**src/rtl/cordic_arbiter.sv**
```systemverilog
// rtl/cordic_arbiter.sv - round-robin arbiter sharing one cordic_magphase core
module cordic_arbiter #(
    parameter int NUM_REQ        = 4,
    parameter int ID_WIDTH       = 2,
    parameter int INPUT_WIDTH    = 16,
    parameter int INT_WIDTH      = 32,
    parameter int TIMEOUT_CYCLES = 64
) (
    input  logic                           clk,
    input  logic                           rst_n,
    input  logic [NUM_REQ-1:0]             req_valid,
    output logic [NUM_REQ-1:0]             req_ready,
    input  logic [NUM_REQ*INPUT_WIDTH-1:0] req_x,
    input  logic [NUM_REQ*INPUT_WIDTH-1:0] req_y,
    output logic                           rsp_valid,
    input  logic                           rsp_ready,
    output logic [ID_WIDTH-1:0]            rsp_id,
    output logic [INT_WIDTH-1:0]           rsp_mag,
    output logic [INT_WIDTH-1:0]           rsp_phase,
    output logic                           rsp_err,
    output logic                           core_start,
    output logic [INPUT_WIDTH-1:0]         core_x,
    output logic [INPUT_WIDTH-1:0]         core_y,
    input  logic                           core_busy,
    input  logic                           core_done,
    input  logic [INT_WIDTH-1:0]           core_mag,
    input  logic [INT_WIDTH-1:0]           core_phase,
    output logic                           arb_busy
);

    typedef enum logic [1:0] {
        IDLE  = 2'd0,
        ISSUE = 2'd1,
        WAIT  = 2'd2,
        RESP  = 2'd3
    } state_t;

    state_t                 state_q, state_d;
    logic [ID_WIDTH-1:0]    last_grant_q;
    logic [ID_WIDTH-1:0]    id_q;
    logic [INPUT_WIDTH-1:0] x_q, y_q;
    logic [15:0]            cnt_q;
    logic                   rsp_valid_q, rsp_err_q;
    logic [INT_WIDTH-1:0]   rsp_mag_q, rsp_phase_q;

    logic                   win_found;
    logic [ID_WIDTH-1:0]    win_idx;
    logic [INPUT_WIDTH-1:0] win_x, win_y;
    logic                   grant_fire, wait_done, wait_timeout, resp_fire;
    logic                   timeout_hit;

    assign timeout_hit = (cnt_q == 16'(TIMEOUT_CYCLES - 1));

    // Round-robin pick: lowest valid index above last_grant, else lowest valid index (wrap).
    always_comb begin
        win_found = 1'b0;
        win_idx   = '0;
        for (int i = NUM_REQ - 1; i >= 0; i--) begin
            if (req_valid[i]) begin
                win_found = 1'b1;
                win_idx   = ID_WIDTH'(i);
            end
        end
        for (int i = NUM_REQ - 1; i >= 0; i--) begin
            if (req_valid[i] && (ID_WIDTH'(i) > last_grant_q)) begin
                win_idx = ID_WIDTH'(i);
            end
        end
    end

    // Operand mux for the current winner.
    always_comb begin
        win_x = '0;
        win_y = '0;
        for (int i = 0; i < NUM_REQ; i++) begin
            if (win_idx == ID_WIDTH'(i)) begin
                win_x = req_x[i*INPUT_WIDTH +: INPUT_WIDTH];
                win_y = req_y[i*INPUT_WIDTH +: INPUT_WIDTH];
            end
        end
    end

    // State register.
    always_ff @(posedge clk or negedge rst_n) begin
        if (!rst_n) begin
            state_q <= IDLE;
        end else begin
            state_q <= state_d;
        end
    end

    // Next-state logic, one-hot grant, core start and datapath strobes.
    always_comb begin
        state_d      = state_q;
        req_ready    = '0;
        core_start   = 1'b0;
        grant_fire   = 1'b0;
        wait_done    = 1'b0;
        wait_timeout = 1'b0;
        resp_fire    = 1'b0;
        case (state_q)
            IDLE: begin
                if (win_found) begin
                    for (int i = 0; i < NUM_REQ; i++) begin
                        req_ready[i] = (win_idx == ID_WIDTH'(i));
                    end
                    grant_fire = 1'b1;
                    state_d    = ISSUE;
                end
            end
            ISSUE: begin
                // A busy core holds the request here without pulsing start.
                if (!core_busy) begin
                    core_start = 1'b1;
                    state_d    = WAIT;
                end
            end
            WAIT: begin
                // A result arriving on the timeout cycle takes precedence.
                if (core_done) begin
                    wait_done = 1'b1;
                    state_d   = RESP;
                end else if (timeout_hit) begin
                    wait_timeout = 1'b1;
                    state_d      = RESP;
                end
            end
            RESP: begin
                if (rsp_ready) begin
                    resp_fire = 1'b1;
                    state_d   = IDLE;
                end
            end
            default: state_d = IDLE;
        endcase
    end

    // Operand latch, timeout counter, response registers and grant history.
    always_ff @(posedge clk or negedge rst_n) begin
        if (!rst_n) begin
            last_grant_q <= ID_WIDTH'(NUM_REQ - 1);
            id_q         <= '0;
            x_q          <= '0;
            y_q          <= '0;
            cnt_q        <= '0;
            rsp_valid_q  <= 1'b0;
            rsp_err_q    <= 1'b0;
            rsp_mag_q    <= '0;
            rsp_phase_q  <= '0;
        end else begin
            if (grant_fire) begin
                x_q  <= win_x;
                y_q  <= win_y;
                id_q <= win_idx;
            end
            if (core_start) begin
                cnt_q <= '0;
            end else if (state_q == WAIT) begin
                cnt_q <= cnt_q + 16'd1;
            end
            if (wait_done) begin
                rsp_mag_q   <= core_mag;
                rsp_phase_q <= core_phase;
                rsp_err_q   <= 1'b0;
                rsp_valid_q <= 1'b1;
            end else if (wait_timeout) begin
                rsp_mag_q   <= '0;
                rsp_phase_q <= '0;
                rsp_err_q   <= 1'b1;
                rsp_valid_q <= 1'b1;
            end
            if (resp_fire) begin
                rsp_valid_q  <= 1'b0;
                last_grant_q <= id_q;
            end
        end
    end

    assign rsp_valid = rsp_valid_q;
    assign rsp_id    = id_q;
    assign rsp_mag   = rsp_mag_q;
    assign rsp_phase = rsp_phase_q;
    assign rsp_err   = rsp_err_q;
    assign core_x    = x_q;
    assign core_y    = y_q;
    assign arb_busy  = (state_q != IDLE);

endmodule

```
**config.mk**
```make
export PLATFORM = sky130hd
export DESIGN_NAME = cordic_arbiter
export DESIGN_NICKNAME = d
export VERILOG_FILES = /design/src/rtl/cordic_arbiter.sv
export SDC_FILE = /design/constraint.sdc
export NUM_CORES = 1
export LEC_CHECK = 0
export CAP_MARGIN = 15
export CORE_ASPECT_RATIO = 0.75
export CORE_UTILIZATION = 40
export CTS_CLUSTER_DIAMETER = 80
export DETAILED_ROUTE_END_ITERATION = 8
export GPL_ROUTABILITY_DRIVEN = 1
export PLACE_DENSITY = 0.82
export SLEW_MARGIN = 20
export SYNTH_ARGS = -nofsm -noshare
export SYNTH_HDL_FRONTEND = slang
export SYNTH_SLANG_ARGS = --single-unit
```
**constraint.sdc**
```tcl
create_clock -name clk -period 2.5 [get_ports clk]
set_input_delay 0.625 -clock clk [delete_from_list [all_inputs] [get_ports clk]]
set_output_delay 0.625 -clock clk [all_outputs]
set_load 0.005 [all_outputs]
```
# Word level (Yosys, flattened, before mapping)
# Index checks and enable logic that the tools add are counted.
[op_classes] n_lt_le_gt_ge=4 n_addsub=1 muxes=48 reduce_logical=11 eq_ne=11
[op_table] op="2-to-1 mux 16 bit" count=10
[op_table] op="2-to-1 mux 32 bit" count=3
[op_table] op="2-to-1 mux 2 bit" count=13
[op_table] op="2-to-1 mux 1 bit" count=19
[op_table] op="adder 16 x 1 -> 16 bit, second input constant" count=1
[op_table] op="== test 16 x 6 -> 1 bit, second input constant" count=1
[op_table] op="== test 2 bit, second input constant" count=4
[op_table] op="2-to-1 mux 4 bit" count=2
[op_table] op="case mux 2 bit (4 select lines)" count=1
[op_table] op="!= test 2 bit, second input constant" count=3
[op_table] op="nonzero test 2 bit" count=3
[op_table] op="== test 2 x 1 -> 1 bit, second input constant" count=2
[op_table] op="> comparator 1 x 2 -> 1 bit, first input constant" count=2
[op_table] op="> comparator 2 bit, first input constant" count=2
[op_table] op="logical AND 1 bit" count=4
[op_table] op="logical NOT 2 bit" count=2
[op_table] op="AND reduction 4 bit" count=1
[op_table] op="!= test 3 bit, second input constant" count=1
[op_table] op="nonzero test 3 bit" count=1
[word_totals] register_bits=120 input_bits=201 output_inout_bits=106 wordCells=85

# Depth between registers and ports, before layout
[depth] word_depth=13 mapped_depth=9 depth_no_buf=7

# Least setup slack after synthesis
# OpenSTA, ideal clock, no wires.
[synth_timing] kind="input to output" from="input port req_valid[1]" to="output port req_ready[2]" cell_stages=6 t_arrival_ns=1.644 path_buffers=2 required_ns=1.875 path_slack_ns=0.231 cell_sequence="nor4_1 -> nor2_1 -> clkbuf_1 -> nand2_1 -> buf_2 -> nor2_1"
[synth_via] elab_chain_cells=9 elab_cells_between_ends=12 cone_classes="eq/ne (1); mux (10); reduce/logical (1)"
[synth_lines] item="from (decl)" line_no="11" source="input logic [NUM_REQ-1:0] req_valid,"
[synth_lines] item="2-to-1 mux 2 bit (2 in series)" line_no="59" source="if (req_valid[i]) begin"
[synth_lines] item="2-to-1 mux 2 bit (4 in series)" line_no="65" source="if (req_valid[i] && (ID_WIDTH'(i) > last_grant_q)) begin"
[synth_lines] item="== test 2 bit" line_no="105" source="req_ready[i] = (win_idx == ID_WIDTH'(i));"
[synth_lines] item="2-to-1 mux 4 bit *" line_no="103" source="if (win_found) begin"
[synth_lines] item="2-to-1 mux 4 bit *" line_no="101" source="case (state_q)"
[synth_lines] item="to (decl)" line_no="12" source="output logic [NUM_REQ-1:0] req_ready,"
# Every way passes the cells marked *; elsewhere a longest branch is shown, timed or not.

# Worst setup path after layout
[layout_timing] from="input port req_valid[2]" to="output port req_ready[3]"
[layout_via] elab_chain_cells=10 elab_cells_between_ends=14 cone_classes="eq/ne (1); mux (12); reduce/logical (1)"
[layout_lines] item="2-to-1 mux 2 bit (3 in series)" line_no="59"
[layout_lines] item="2-to-1 mux 2 bit (4 in series)" line_no="65"
[layout_lines] item="== test 2 bit" line_no="105"
[layout_lines] item="2-to-1 mux 4 bit *" line_no="103"
[layout_lines] item="2-to-1 mux 4 bit *" line_no="101"
# Marks and branches as above.

==> results.yml <==
floorplan:
  die_y_um: 105
  fp.coreArea_sq_mm: 0.0138
  dieArea_sq_mm: 0.0148
  rows: 37
  ios: 307
  floorplan.initialDensity: 0.412
  die_w_um: 140
sta:
  finClkSkew_ns: 0.00973
  rsz0062_at_grt: "true"
  setup_viol: 0
  relSlewSlack: 0.573
  worstMarginPinSlew_ns: 0.641
  fmax_ghz: 0.415
  period_needed_ns: 2.41
  hold_viol: 0
  tns_ns: 0
  finalMaxSlewViolations: 0
  fin_crit_sh: 0.965
power:
  leakage_nw: 4.24
  p_clk_frac: 0.231
  power_density_mw_per_mm2: 1080
  comb_power_share: 0.452
  ir_drop_mv: 0.732
  switchingPower_mw: 3.41
  switching_share: 0.324
  p_int_mw: 7.12
  power_frac_seq: 0.317
clock_network:
  clock_path_buffers: 2
  tritoncts: "built"
  cts_buffers: 17
  cts_root_buf: "clkbuf_16"
  cts_max_level: 4
  clock_latency_ns: 0.41
  clk_pin_slew_ns: 0.06
  cts_num_sinks: 120
synth:
  ys_seq_elements: 120
  yosysMostFrequentCell: "dfrtp_1"
  synth_area_leaders: "dfrtp_1, a22o_1, a211oi_1"
  seq_area_frac_synth: 0.527
  yosys_warnings: 0
  syn-num-nets: 753
  synthCells: 547
  synthTopCellsByCount: "dfrtp_1, and3_1, a211oi_1, a22o_1, nor2_1"
  synth_top_area_frac: 0.517
  synth-edff-count: 0
  synthArstFlopShare: 1.00
  netlist_area_sq_mm: 0.00571
  ys.flop_type: "dfrtp_1"
  yosysTopAreaCell: "dfrtp_1"
  synth.distinct_cells: 45
  avgSynthCellArea_sq_um: 10.4
critical_path:
  crit_buf_inv: 4
  critPathKind: "primary input to primary output"
  cp-startpoint: "req_valid[2]"
  critPathLaunchType: "primary input"
  worstPathCellList: "dlygate4sd2_1 -> nor4_4 -> buf_4 -> nor2_4 -> buf_4 -> and3_1 -> buf_2"
  crit_family: "buffers and inverters"
  timing.rr.start: "last_grant_q[1]"
  critPathCaptureType: "primary output"
  worstPathRequired_ns: 1.88
  slowest_stage: "dlygate4sd2_1"
  cp_slowest_stage_delay_ns: 0.32
  critPathMaxFanout: 5
  crit_arrival_ns: 1.79
  crit_path_frequent_cell: "buf_4"
placement:
  post-dp-hpwl_um: 13400
  gp_congestion: 0.899
  port_buffers: 306
global_routing:
  grt_use_total: 0.256
  grt_pass1_wl_um: 29500
  antenna_found_initial: 0
  first_global_vias: 5681
  grt_start_max_net_pins: 66
  grt_overflow: 0
hold_path:
  worst_hold_path_type: "primary input to asynchronous set/reset pin"
outcome:
  status: "finished, final reports clean"
finish:
  fin_util: 0.702
  diodes: 0
  nets: 1060
  drive_above_1_share: 0.107
  area_growth_pct: 70.2
route:
  routed_via_density: 5.43
  drt_iter0_markers: 314
  num_vias: 5656
  avgRoutedWirePerCell_um: 18.1
  firstDrtPassIters: 4
  drc: 0
  wl_um: 18900
  ant_nets: 0
job:
  cap_violations: 0
==> metal layers <==
metal,global-route usage,vias up,share of wire
met5,0,-,0
met2,0.434,249,0.50
met4,0.0816,0,0.018
li1,-,2643,-
met3,0.0800,30,0.074
met1,0.312,2734,0.41
==> what timing repair did <==
item,in CTS,in global routing
hold buffers,0,0
pin swaps,5,5
endpoints found under the setup margin,4,6
gates resized for setup,25,14
buffers inserted,7,2
==> power by group through the flow <==
stage          Clock (mW)  Combinational (mW)  Sequential (mW)
2_1_floorplan           0                2.05             3.34
3_3_place_gp            0                4.51             3.30
3_5_place_dp            0                4.62             3.34
4_1_cts              2.48                4.72             3.33
5_1_grt              2.58                5.14             3.43
6_report             2.43                4.76             3.33
==> kinds of logic after synthesis <==
kind of cell	count (synthesis)	share of synthesized area
AO/OA/AOI/OAI	150	0.208
multiplexers	3	0.00570
XOR/XNOR	13	0.0200
buffers and inverters	58	0.0491
adder cells (fa/ha/maj)	5	0.0110
AND/OR/NAND/NOR	198	0.179
flip-flops	120	0.527
==> through the flow <==
step / setup WS [ns] / hold WS [ns] / power (mW) / instances / instance area [sq um]
after floorplan: 0.231 / 0.329 / 5.39 / 547 / 5710
after global placement: -0.559 / 0.483 / 7.81 / 1001 / 9000
after detailed placement: -0.580 / 0.481 / 7.96 / 1001 / 9000
after CTS: 0.00232 / 0.149 / 10.5 / 1040 / 9680
after global routing: -0.0506 / 0.165 / 11.2 / 1042 / 9710
final: 0.0879 / 0.155 / 10.5 / 1042 / 9710
==> worst register-to-register path, stage by stage (launching register included) <==
cell      delay [ns]
dfstp_2         0.62
nand2_1         0.13
a32oi_4         0.23
buf_4           0.18
buf_4           0.13
buf_4           0.35
and3_1          0.24
a211oi_1        0.06
nor3_1          0.22
==> cells in the final DEF (no fill, tap or decap), types with 3 or more instances in the layout <==
cell | synthesis | final
a211oi_1 | 64 | 64
a21oi_1 | 5 | 4
a22o_1 | 64 | 64
and3_1 | 68 | 68
buf_12 | 0 | 4
buf_4 | 0 | 27
clkbuf_16 | 0 | 17
clkbuf_2 | 1 | 5
clkdlybuf4s50_1 | 0 | 297
clkinv_4 | 0 | 4
dfrtp_1 | 118 | 118
ha_1 | 5 | 4
inv_1 | 8 | 8
inv_6 | 0 | 3
nand2_1 | 16 | 15
nand3_1 | 5 | 5
nand4_1 | 3 | 3
nor2_1 | 58 | 56
nor3_1 | 34 | 33
o21ai_0 | 5 | 5
xnor2_1 | 5 | 5
xor2_1 | 8 | 8
==> flip-flops by register name, summed over array words and instances (netlist names) <==
name and flops:
rsp_mag 32, rsp_phase 32, cnt_q 16, core_x 16, core_y 16, last_grant_q 2
rsp_id 2, state_q 2, rsp_err 1, rsp_valid 1
==> layout make-up <==
type / instances / area, sq um
fill: 1005 / 4130
timing repair buffer: 338 / 3320
sequential: 120 / 3010
multi-input combinational: 369 / 2540
clock buffer: 20 / 457
tap: 175 / 219
clock inverter: 12 / 141
inverter: 8 / 30.0
==> final timing paths <==
| kind | slack (ns) | depth (start not counted) | endpoint |
|---|---|---|---|
| setup / recovery | 0.09 | 7 | req_ready[3] |
| hold / removal | 0.15 | 1 | rsp_phase[22] |
| setup reg to reg | 0.26 | 8 | core_x[6] |
| hold reg to reg | 0.50 | 1 | rsp_mag[15] |
| max in group asynchronous | 1.70 | 2 | rsp_mag[25] |
| min in group clk | 0.50 | 1 | rsp_mag[15] |
(Power assumes the default switching activity.)
